===== src/rtl/inst_encoder.sv =====
// inst_encoder: packs decoded instruction fields into 32-bit Controller words,
// buffers them in a 4-entry FIFO and writes them to instruction memory at an
// auto-incrementing address.
// Optional build macro INST_ENC_IMM_CHECK_EN: tuples whose immediate does not
// fit in 9 bits are handshaken but dropped, and err pulses.
module inst_encoder #(
    parameter int unsigned ADDR_W = 8
) (
    input  logic              clk,
    input  logic              rst_n,
    input  logic              in_valid,
    output logic              in_ready,
    input  logic [5:0]        in_rd,
    input  logic [5:0]        in_rs,
    input  logic [5:0]        in_rt,
    input  logic [3:0]        in_aluop,
    input  logic              in_muxsel,
    input  logic [15:0]       in_imm,
    input  logic              addr_load,
    input  logic [ADDR_W-1:0] addr_base,
    input  logic              mem_busy,
    output logic              mem_we,
    output logic [ADDR_W-1:0] mem_addr,
    output logic [31:0]       mem_wdata,
    output logic [15:0]       wr_count,
    output logic              wrapped,
    output logic              err
);

    localparam int unsigned DEPTH = 4;

    logic [31:0]       fifo_q [DEPTH];
    logic [1:0]        wr_ptr_q, rd_ptr_q;
    logic [2:0]        count_q;
    logic [ADDR_W-1:0] addr_cnt_q;
    logic              mem_we_q;
    logic [ADDR_W-1:0] mem_addr_q;
    logic [31:0]       mem_wdata_q;
    logic [15:0]       wr_count_q;
    logic              wrapped_q;
    logic              err_q;

    logic        full, empty;
    logic        accept, imm_bad, push, pop;
    logic        load_ok, load_err;
    logic [31:0] enc_word;

    // Handshake, FIFO control and address-load qualification
    always_comb begin
        full     = (count_q == 3'(DEPTH));
        empty    = (count_q == 3'd0);
        // Ready comes from the registered count only, so a same-cycle pop
        // never lets a new tuple through a full FIFO.
        in_ready = rst_n & ~full;
        accept   = in_valid & in_ready;
`ifdef INST_ENC_IMM_CHECK_EN
        imm_bad  = |in_imm[15:9];
`else
        imm_bad  = 1'b0;
`endif
        push     = accept & ~imm_bad;
        pop      = ~empty & ~mem_busy;
        // A load is safe only when nothing is queued or in flight.
        load_ok  = addr_load & empty & ~mem_we_q;
        load_err = addr_load & ~load_ok;
        enc_word = {in_muxsel, in_rd, in_rs, in_aluop, in_rt, in_imm[8:0]};
    end

`ifndef INST_ENC_IMM_CHECK_EN
    logic unused_imm_hi;
    assign unused_imm_hi = ^in_imm[15:9];
`endif

    // FIFO pointers and occupancy
    always_ff @(posedge clk or negedge rst_n) begin
        if (!rst_n) begin
            wr_ptr_q <= 2'd0;
            rd_ptr_q <= 2'd0;
            count_q  <= 3'd0;
        end else begin
            if (push) wr_ptr_q <= wr_ptr_q + 2'd1;
            if (pop)  rd_ptr_q <= rd_ptr_q + 2'd1;
            case ({push, pop})
                2'b10:   count_q <= count_q + 3'd1;
                2'b01:   count_q <= count_q - 3'd1;
                default: count_q <= count_q;
            endcase
        end
    end

    // FIFO storage
    always_ff @(posedge clk or negedge rst_n) begin
        if (!rst_n) begin
            for (int i = 0; i < DEPTH; i++) fifo_q[i] <= 32'd0;
        end else if (push) begin
            fifo_q[wr_ptr_q] <= enc_word;
        end
    end

    // Memory write port: registered strobe, address and data
    always_ff @(posedge clk or negedge rst_n) begin
        if (!rst_n) begin
            mem_we_q    <= 1'b0;
            mem_addr_q  <= '0;
            mem_wdata_q <= 32'd0;
            wr_count_q  <= 16'd0;
        end else begin
            mem_we_q <= pop;
            if (pop) begin
                mem_addr_q  <= addr_cnt_q;
                mem_wdata_q <= fifo_q[rd_ptr_q];
                if (wr_count_q != 16'hFFFF) wr_count_q <= wr_count_q + 16'd1;
            end
        end
    end

    // Address counter with base load and sticky wrap flag
    always_ff @(posedge clk or negedge rst_n) begin
        if (!rst_n) begin
            addr_cnt_q <= '0;
            wrapped_q  <= 1'b0;
        end else if (load_ok) begin
            addr_cnt_q <= addr_base;
            wrapped_q  <= 1'b0;
        end else if (pop) begin
            addr_cnt_q <= addr_cnt_q + ADDR_W'(1);
            if (&addr_cnt_q) wrapped_q <= 1'b1;
        end
    end

    // One-cycle error pulse for a rejected load or a dropped tuple
    always_ff @(posedge clk or negedge rst_n) begin
        if (!rst_n) begin
            err_q <= 1'b0;
        end else begin
            err_q <= load_err | (accept & imm_bad);
        end
    end

    assign mem_we    = mem_we_q;
    assign mem_addr  = mem_addr_q;
    assign mem_wdata = mem_wdata_q;
    assign wr_count  = wr_count_q;
    assign wrapped   = wrapped_q;
    assign err       = err_q;

endmodule


===== config.mk =====
export PLATFORM = sky130hd
export DESIGN_NAME = inst_encoder
export DESIGN_NICKNAME = d
export VERILOG_FILES = /design/src/rtl/inst_encoder.sv
export SDC_FILE = /design/constraint.sdc
export NUM_CORES = 1
export LEC_CHECK = 0
export ABC_AREA = 1
export CAP_MARGIN = 20
export CORE_UTILIZATION = 51
export CTS_CLUSTER_SIZE = 10
export DETAILED_ROUTE_END_ITERATION = 7
export PLACE_DENSITY = 0.79
export SLEW_MARGIN = 30
export SYNTH_ARGS = -nofsm -noshare
export SYNTH_HDL_FRONTEND = slang
export SYNTH_SLANG_ARGS = --single-unit

===== constraint.sdc =====
create_clock -name clk -period 2.2 [get_ports clk]
set_clock_uncertainty 0.05 [all_clocks]
set_input_delay 0.66 -clock clk [delete_from_list [all_inputs] [get_ports clk]]
set_output_delay 0.66 -clock clk [all_outputs]
set_load 0.01 [all_outputs]

==> run metrics <==
number of inserted diodes=0; YS warnings=0; number of global-route vias before repair=7,714; CTS root buf=clkbuf_16; status=finished, violations left; largest delay contributor family on the critical path=buffers and inverters; critical path type=flop to output port; # fillers=roughly 1,400; fin crit share=0.9745; Sink Count=202; CTS Buf Count=24; fraction of registers with async set/reset=1.000; die width=~140 µm; leakage power=5.284 nW; overall via count from detail_route=7,766; worst path required time=1.49 ns; TritonCTS clock tree=yes; Post-Syn Nets=roughly 1,200; failing checks=design-rule violations; top-area cell type share of the netlist area=0.5422; worst vdd ir=0.7802 mV; Hold-fix buffers, CTS=0; clock network latency to the later pin of the worst-skew pair=about 0.50 ns; synthesized cell area=approximately 9300 µm²; Synth area leaders=dfrtp_1 (54%), nand2_1 (13%), o21ai_0 (8.5%); DRT Pass-1 Iters=7; post-placement cell area=about 11,000 µm²; critical-path maximum fanout=2; crit-path max cell delay=roughly 0.56 ns; Congestion Overflow GR=0; # IOs=112; Setup Total Neg Slack=0 ns; Mapped Cells=approximately 1,100; total power=between 15 and 20 mW; Initial DRC Count=between 500 and 600; crit path capture type=output port; Wirelength per Cell=around 15 µm; sequential cell area=just over 5000 µm²; die area=about 19,000 µm²; footprint of the multi-input gates=between 3000 and 4000 µm²; Final Hold Fails=0; Max Root-Sink Buffers=3; worst path bufs/invs=1; final worst path period need=around 2.1 ns; HP Class=input port to async pin; CP max stage cell=clkdlybuf4s50_1; area grow syn2layout=22.53%; Avg Inst Size Synth=between 8 and 9 µm²; max frequency=between 400 and 500 MHz; Core Box Area=between 15,000 and 20,000 µm²; drc violations=2; vias per std cell=between 5 and 6; Main synth FF type=dfrtp_1; initial antenna violation count=0; post-synth top area cell=dfrtp_1; standard-cell rows=between 40 and 50; fin nets=roughly 1,300; top cells by count, synth=nand2_1 (318), dfrtp_1 (202), o21ai_0 (159); PD cells=~1400 nW/µm²; worst-path cell chain=clkdlybuf4s50_1; final core utilization=0.6359; Starting Density=0.5190; count leader, synth=nand2_1; # setup viols final=0; Synth cell types=34; register area share after synthesis=0.5422; H-Tree Depth=1; ANT nets after route=0; max-cap viol count=0; first-pass GRT wire length=~37 mm; Overall Global Routing Usage=0.2465; RSZ-0062 raised after global routing=false; WP data arrival=1.43 ns; die height=around 140 µm; largest net degree at the start of global routing=approximately 160; crit start category=flop; Slew Limit Headroom=0.4536; number of port buffers=104; DP HPWL=13.26 mm; GPL Wtd Cong=around 0.87; Design Area, Final=approximately 11,000 µm²; register clock-pin slew on the reported worst setup and hold paths=approximately 0.060 ns; final WL=21.99 mm; share of layout cells above drive strength 1=0.07494; post-synthesis register bit count=slightly above 200; Post-synth EDFFs=0; Slew Viols, Final=0; worst-margin pin slew=0.8195 ns
[area by class of cell]
class,count,share of cell area
clock buffer,27,0.05542
clock inverter,1,0.0007667
inverter,100,0.03286
multi-input combinational,729,0.3095
sequential,202,0.4434
tap,229,0.02508
timing repair buffer,142,0.1330
[sequential cells by signal (all words and copies together) (netlist names), 2 cells and up]
register	flops
addr_cnt_q	8
wr_count	16
mem_addr	8
count_q	3
fifo_q	128
wr_ptr_q	2
rd_ptr_q	2
mem_wdata	32
[worst reg2reg max path, cell delays in order (launching register included)]
cell and delay [ns]:
dfrtp_2 0.40, buf_4 0.16, ha_1 0.27, inv_1 0.08, nor2_1 0.04, nand2_1 0.11, nor2_1 0.08, nor2_2 0.51
o21ai_0 0.18
[path summary, 6_finish.rpt]
path,from,to,slack [ns],depth (start not counted)
min in group clk,fifo_q[50],fifo_q[50],0.43,2
max in group asynchronous,rst_n,rd_ptr_q[0],1.07,3
worst max-delay path,mem_wdata[25],mem_wdata[25],0.06,1
worst min-delay path,rst_n,wr_count[12],0.38,3
worst max register to register,wr_count[0],wr_count[3],0.18,8
worst min register to register,fifo_q[50],fifo_q[50],0.43,2
[stage by stage]
step / std cells / setup slack, ns / hold slack [ns]
3_3_place_gp: 1392 / -0.1491 / 0.4127
3_5_place_dp: 1392 / -0.1666 / 0.4201
5_1_grt: 1430 / 0.01563 / 0.4311
4_1_cts: 1428 / -0.009390 / 0.3959
2_1_floorplan: 1095 / -0.02319 / 0.3144
6_report: 1430 / 0.05607 / 0.3796
[cells in the final DEF, fill, tap and decap left out, types with 24 or more instances in the layout]
cell / synthesis / layout
nor2_1: 66 / 66
dfrtp_1: 202 / 196
o211ai_1: 34 / 34
buf_4: 4 / 24
clkbuf_16: 0 / 25
nand2_1: 318 / 318
clkdlybuf4s50_1: 0 / 91
o21ai_0: 159 / 157
a21oi_1: 35 / 35
inv_1: 99 / 98
a31oi_1: 32 / 32
[per-layer routing]
layer / GRT usage / wire length, µm / vias to the layer above
li1: - / - / 3753
met4: 0.07265 / 519 / 0
met5: 0 / 0 / -
met1: 0.3266 / 9539 / 3747
met2: 0.4198 / 10760 / 226
met3: 0.03679 / 1175 / 40
[where the power goes]
group          switching (mW)  total [mW]  internal (mW)
clock network            1.38        3.38           2.00
logic                    3.45        6.06           2.60
registers               0.964        6.41           5.44
total                    5.80        15.9           10.0
[cell families (layout without fill, tap and decap cells)]
kind of cell,count (synthesis),after routing,synth area share
AND/OR/NAND/NOR,425,425,0.1864
flip-flops,202,202,0.5422
adder cells (fa/ha/maj),8,8,0.01154
buffers and inverters,164,270,0.08012
XOR/XNOR,12,12,0.01127
AO/OA/AOI/OAI,284,284,0.1684
[what timing repair did]
item	4_1_cts	5_1_grt
resized for setup	9	9
endpoints found under the hold margin	0	0
setup endpoints to repair	13	8
pin swaps	0	1
buffers inserted	8	2
Note: power is estimated with default switching activity, not from simulation.
